## src/rtl/router_pkg.sv

```systemverilog
// Shared router types and the round-robin pick helper used by egress arbiters and the
// NI scheduler.
package router_pkg;

    typedef enum logic {ARB_IDLE, ARB_LOCKED} arb_state_e;

    localparam int unsigned ROUTER_NUM_PORTS = 4;
    localparam int unsigned ROUTER_NI_IDX    = ROUTER_NUM_PORTS;
    localparam int unsigned ROUTER_MAX_REQ   = 32;
    localparam int unsigned ROUTER_IDX_W     = $clog2(ROUTER_MAX_REQ);

    // One-hot first set bit of req[n-1:0], searching upward from ptr and wrapping at n.
    function automatic logic [ROUTER_MAX_REQ-1:0] rr_pick(
        input logic [ROUTER_MAX_REQ-1:0] req,
        input int unsigned               ptr,
        input int unsigned               n
    );
        logic [ROUTER_MAX_REQ-1:0] pick;
        logic                      found;
        int unsigned               idx;
        logic [ROUTER_IDX_W-1:0]   sel;
        pick  = '0;
        found = 1'b0;
        for (int unsigned i = 0; i < ROUTER_MAX_REQ; i++) begin
            idx = ptr + i;
            if (idx >= n) begin
                idx = idx - n;
            end
            sel = idx[ROUTER_IDX_W-1:0];
            if (i < n && !found && req[sel]) begin
                pick[sel] = 1'b1;
                found     = 1'b1;
            end
        end
        return pick;
    endfunction

endpackage

```

## src/rtl/rr_priority_pick.sv

```systemverilog
// Combinational round-robin priority pick: rotate to ptr, find first, un-rotate.
module rr_priority_pick
    import router_pkg::*;
#(
    parameter int unsigned NUM_REQ = 5,
    parameter int unsigned PTR_W   = (NUM_REQ > 1) ? $clog2(NUM_REQ) : 1
) (
    input  logic [NUM_REQ-1:0] req_i,
    input  logic [PTR_W-1:0]   ptr_i,
    output logic [NUM_REQ-1:0] pick_o
);

    logic [ROUTER_MAX_REQ-1:0] req_ext;
    logic [ROUTER_MAX_REQ-1:0] pick_ext;
    logic                      unused_pick_hi;

    assign req_ext        = ROUTER_MAX_REQ'(req_i);
    assign pick_ext       = rr_pick(req_ext, 32'(ptr_i), NUM_REQ);
    assign pick_o         = pick_ext[NUM_REQ-1:0];
    assign unused_pick_hi = ^pick_ext[ROUTER_MAX_REQ-1:NUM_REQ];

endmodule

```

## src/rtl/router_egress_arbiter.sv

```systemverilog
// Packet-atomic round-robin arbiter sharing one AXI-Stream egress port among the ingress
// FIFOs and the NI, with a beat-count watchdog that forces release of overlong packets.
module router_egress_arbiter
    import router_pkg::*;
#(
    parameter int unsigned NUM_REQ    = ROUTER_NI_IDX + 1,
    parameter int unsigned PORT_WIDTH = 128,
    parameter int unsigned MAX_BEATS  = 64
) (
    input  logic                          clk,
    input  logic                          arst_n,
    input  logic [NUM_REQ-1:0]            in_tvalid,
    output logic [NUM_REQ-1:0]            in_tready,
    input  logic [NUM_REQ*PORT_WIDTH-1:0] in_tdata,
    input  logic [NUM_REQ-1:0]            in_tlast,
    output logic                          out_tvalid,
    input  logic                          out_tready,
    output logic [PORT_WIDTH-1:0]         out_tdata,
    output logic                          out_tlast,
    output logic [NUM_REQ-1:0]            grant,
    output logic                          busy,
    output logic                          err_overlong
);

    localparam int unsigned PTR_W = (NUM_REQ > 1) ? $clog2(NUM_REQ) : 1;
    localparam int unsigned CNT_W = $clog2(MAX_BEATS + 1);

    arb_state_e         state_q;
    logic [NUM_REQ-1:0] grant_q;
    logic [PTR_W-1:0]   rr_ptr_q;
    logic [CNT_W-1:0]   beat_cnt_q;
    logic               err_q;

    logic [NUM_REQ-1:0] pick;
    logic [PTR_W-1:0]   owner;
    logic [PTR_W-1:0]   rr_ptr_next;
    logic               beat;
    logic               watchdog;

    rr_priority_pick #(
        .NUM_REQ (NUM_REQ),
        .PTR_W   (PTR_W)
    ) u_pick (
        .req_i  (in_tvalid),
        .ptr_i  (rr_ptr_q),
        .pick_o (pick)
    );

    always_comb begin
        owner = '0;
        for (int unsigned i = 0; i < NUM_REQ; i++) begin
            if (grant_q[i]) begin
                owner = PTR_W'(i);
            end
        end
    end

    assign rr_ptr_next = (owner == PTR_W'(NUM_REQ - 1)) ? '0 : owner + PTR_W'(1);

    // grant_q is all-zero outside LOCKED, so nothing moves while idle or in reset.
    always_comb begin
        out_tvalid = 1'b0;
        out_tdata  = '0;
        out_tlast  = 1'b0;
        in_tready  = '0;
        for (int unsigned i = 0; i < NUM_REQ; i++) begin
            if (grant_q[i]) begin
                out_tvalid   = in_tvalid[i];
                out_tdata    = in_tdata[i*PORT_WIDTH +: PORT_WIDTH];
                out_tlast    = in_tlast[i];
                in_tready[i] = out_tready;
            end
        end
    end

    assign beat     = out_tvalid & out_tready;
    assign watchdog = (beat_cnt_q == CNT_W'(MAX_BEATS - 1)) && !out_tlast;

    always_ff @(posedge clk or negedge arst_n) begin
        if (!arst_n) begin
            state_q    <= ARB_IDLE;
            grant_q    <= '0;
            rr_ptr_q   <= '0;
            beat_cnt_q <= '0;
            err_q      <= 1'b0;
        end else begin
            err_q <= 1'b0;
            case (state_q)
                ARB_IDLE: begin
                    if (|in_tvalid) begin
                        grant_q <= pick;
                        state_q <= ARB_LOCKED;
                    end
                end
                ARB_LOCKED: begin
                    if (beat) begin
                        if (out_tlast || watchdog) begin
                            state_q    <= ARB_IDLE;
                            grant_q    <= '0;
                            beat_cnt_q <= '0;
                            rr_ptr_q   <= rr_ptr_next;
                            err_q      <= watchdog;
                        end else begin
                            beat_cnt_q <= beat_cnt_q + CNT_W'(1);
                        end
                    end
                end
                default: begin
                    state_q <= ARB_IDLE;
                    grant_q <= '0;
                end
            endcase
        end
    end

    assign grant        = grant_q;
    assign busy         = (state_q == ARB_LOCKED);
    assign err_overlong = err_q;

endmodule

```

## config.mk

```make
export PLATFORM = sky130hd
export DESIGN_NAME = router_egress_arbiter
export DESIGN_NICKNAME = d
export VERILOG_FILES = /design/src/rtl/router_pkg.sv /design/src/rtl/rr_priority_pick.sv /design/src/rtl/router_egress_arbiter.sv
export SDC_FILE = /design/constraint.sdc
export NUM_CORES = 1
export LEC_CHECK = 0
export CAP_MARGIN = 0
export CORE_AREA = 2 2 306 308
export CTS_CLUSTER_SIZE = 24
export DETAILED_ROUTE_END_ITERATION = 16
export DIE_AREA = 0 0 308 310
export HOLD_SLACK_MARGIN = 0.1
export RECOVER_POWER = 100
export SLEW_MARGIN = 20
export SYNTH_ARGS = -nofsm -noshare
export SYNTH_HDL_FRONTEND = slang
export SYNTH_SLANG_ARGS = --single-unit
```

## constraint.sdc

```tcl
create_clock -name clk -period 4.9 [get_ports clk]
set_input_delay 0.49 -clock clk [delete_from_list [all_inputs] [get_ports clk]]
set_output_delay 0.49 -clock clk [all_outputs]
set_load 0.005 [all_outputs]
```

==> impl_metrics.py <==
metrics = {
    "die": {
        "core_mm2": 0.09249,
        "die_y_um": 310,
        "row_count": 112,
        "ios": 795,
        "die_w_um": 308,
        "die-area_mm2": 0.09548,
        "initial_core_util_pct": 7.160,
    },
    "cts": {
        "cts_tree": "yes",
        "clk_pin_slew_ps": 60,
        "clkLatencyLatePin_ps": 250,
        "clock_path_buffers": 2,
        "cts_num_sinks": 17,
        "cts_made_buffers": 3,
        "root_buffer": "clkbuf_16",
        "cts_resized": 0,
        "cts_max_level": 1,
        "ctsHoldBuffers": 0,
        "cts_setup_buffers": 0,
    },
    "timing": {
        "final.min_clock_period_ps": 4298,
        "finalHoldViolCount": 0,
        "finalSetupViolations": 0,
        "maxSlewHeadroom_pct": -34.50,
        "skew_ps": 4.359,
        "max_freq_ghz": 0.2327,
        "rsz0062_at_grt": "false",
        "slew_violations": 89,
        "finalSetupTns_ps": 0,
        "min_period_over_period_pct": 87.71,
        "tightest_slew_ps": 2018,
    },
    "hold_path": {
        "hp-start": "beat_cnt_q[6]",
        "whs_endpoint": "beat_cnt_q[6]",
        "whs_path_depth": 1,
        "hold_class": "reg2reg",
    },
    "critical_path": {
        "crit_start": "grant[2]",
        "critPathMaxFanout": 50,
        "r2r_cells": 12,
        "reg2reg_setup_slack_ps": 710,
        "crit_chain": "clkbuf_2 -> a22oi_1 -> nor2_1 -> a221oi_1 -> o21ai_0 -> dlygate4sd3_1",
        "cp.required_ps": 4410,
        "crit_slowest_cell": "clkbuf_2",
        "critPathArrivalTime_ps": 3810,
        "max_stage_delay_ps": 1070,
        "cp-end-kind": "output port",
        "r2r-end": "grant[2]",
        "critPathLaunchType": "flop",
        "crit_type": "reg2out",
        "worstReg2RegStart": "rr_ptr_q[1]",
    },
    "power_and_ir_drop": {
        "power.density_mw_per_mm2": 478.3,
        "ir_drop_mv": 0.3545,
        "fin_total_pwr_mw": 7.621,
        "power_leakage_nw": 5.504,
    },
    "detailed_routing": {
        "drt-pass1-iter-count": 5,
        "post-route-drc-count": 0,
        "drtIter0Drc": 1269,
        "wl_per_cell_um": 23.97,
        "viasPerCell": 4.031,
        "routed_wl_mm": 71.41,
        "vias": 12010,
        "ant_nets": 0,
    },
    "logic_synthesis": {
        "synthDistinctLibCells": 75,
        "yosys_warnings": 0,
        "netlist_area_mm2": 0.006623,
        "syn_nets": 1747,
        "yosysSeqAreaShare_pct": 6.424,
        "synth_cells": 1077,
        "synth_edf_count": 0,
        "ys_async_sr_fraction_pct": 100.0,
        "ys.flop_type": "dfrtp_1",
        "postSynthAreaPerCell_um2": 6.149,
        "synth_seq_cells": 17,
    },
    "global_route": {
        "met2_usage_pct": 19.00,
        "top_usage_layer": "met1",
        "grt_pass1_wl_mm": 90.01,
        "grt_pass1_vias": 10860,
        "grt-ovfl-total": 0,
        "use_met1_pct": 19.05,
        "grt_max_degree": 156,
        "grt_usage_pct": 13.62,
        "met3_usage_pct": 6.307,
        "antenna_found_initial": 44,
    },
    "cells_and_area": {
        "seqCellArea_um2": 432.9,
        "multi_input_area_mm2": 0.005664,
        "n_fill_cell": 10530,
        "drive_above_1_share_pct": 3.099,
        "most-common-layout-cells": "clkdlybuf4s50_1 (666), nor2_1 (160), nand2_1 (157), o21ai_0 (150), a22oi_1 (129)",
        "final_common_cell": "clkdlybuf4s50_1",
        "syn_to_final_growth_pct": 140.6,
        "fin_nets": 2446,
    },
    "outcome": {
        "status": "finished, violations left",
        "violations": "capacitance limit, slew limit",
    },
    "placed_design": {
        "gp_congestion": 0.9247,
        "dp_hpwl_mm": 60.79,
        "numPortBuffers": 794,
    },
    "flow_run": {
        "drv_cap": 1,
    },
}
==> cell usage after synthesis (8+ instances only) <==
cell,count,area share (%)
a21oi_1,21,1.6
a221oi_1,130,17
a22oi_1,129,15
buf_2,8,0.60
clkbuf_1,107,6.1
dfrtp_1,17,6.4
ha_1,16,3.0
inv_1,10,0.57
nand2_1,157,8.9
nand2b_1,15,1.4
nand3_1,10,0.76
nor2_1,160,9.1
nor3_1,16,1.2
o21ai_0,150,11
==> metal layers <==
layer,up-vias,share of wire [%]
li1,5535,-
met1,5585,45
met2,776,40
met3,78,13
met4,34,1.8
met5,-,0.28
==> critical path, delay by kind of cell (launching register included) <==
kind	cells	cell delay, ps
AOI/OAI and AO/OA	3	580
buffers and inverters	2	1670
DFF	1	570
and+or+nand+nor	1	580
==> cell families after synthesis <==
logic type	after synthesis	synth area share, %
AO/OA/AOI/OAI	485	52.18
XOR/XNOR	2	0.2645
adder cells (fa/ha/maj)	17	3.325
buffers and inverters	133	8.200
flip-flops	17	6.424
multiplexers	11	2.248
AND/OR/NAND/NOR	412	27.36
==> report_power, final <==
part | internal, mW | switching (mW)
logic | 3.05 | 4.07
clock network | 0.109 | 0.0605
registers | 0.189 | 0.137
total | 3.35 | 4.27
==> stage by stage <==
| step | setup slack [ps] | cells | instance area [um^2] | util, % | hold WS [ps] |
|---|---|---|---|---|---|
| 4_1_cts | 1092 | 2972 | 15980 | 17.28 | 493.4 |
| 6_report | 602.3 | 2979 | 15930 | 17.23 | 495.1 |
| 5_1_grt | 482.0 | 2973 | 15920 | 17.21 | 523.1 |
| 3_3_place_gp | 1194 | 2967 | 15890 | 17.18 | 477.5 |
| 2_1_floorplan | 1523 | 1077 | 6623 | - | 194.4 |
| 3_5_place_dp | 1205 | 2968 | 15900 | 17.19 | 473.3 |
==> worst max path at each step <==
stage	to	cells after the start
2_1_floorplan	grant[2]	14
3_3_place_gp	grant[2]	12
3_5_place_dp	grant[2]	12
4_1_cts	out_tdata[15]	6
5_1_grt	out_tdata[28]	4
6_report	out_tdata[3]	6
==> area by class of cell <==
cell class,count,area share [%]
well taps,1197,9.400
clock buffers,3,0.4712
inverters,10,0.2356
flip-flops and latches,17,2.717
multi-input cells,927,35.55
repair buffers,817,51.48
clock inverters,1,0.03141
diodes,7,0.1099
==> flip-flops by register name (all words and copies together) (netlist names) <==
name,flops
busy,1
err_overlong,1
beat_cnt_q,7
grant,5
rr_ptr_q,3
No activity file was read; power rests on OpenSTA's default activity.
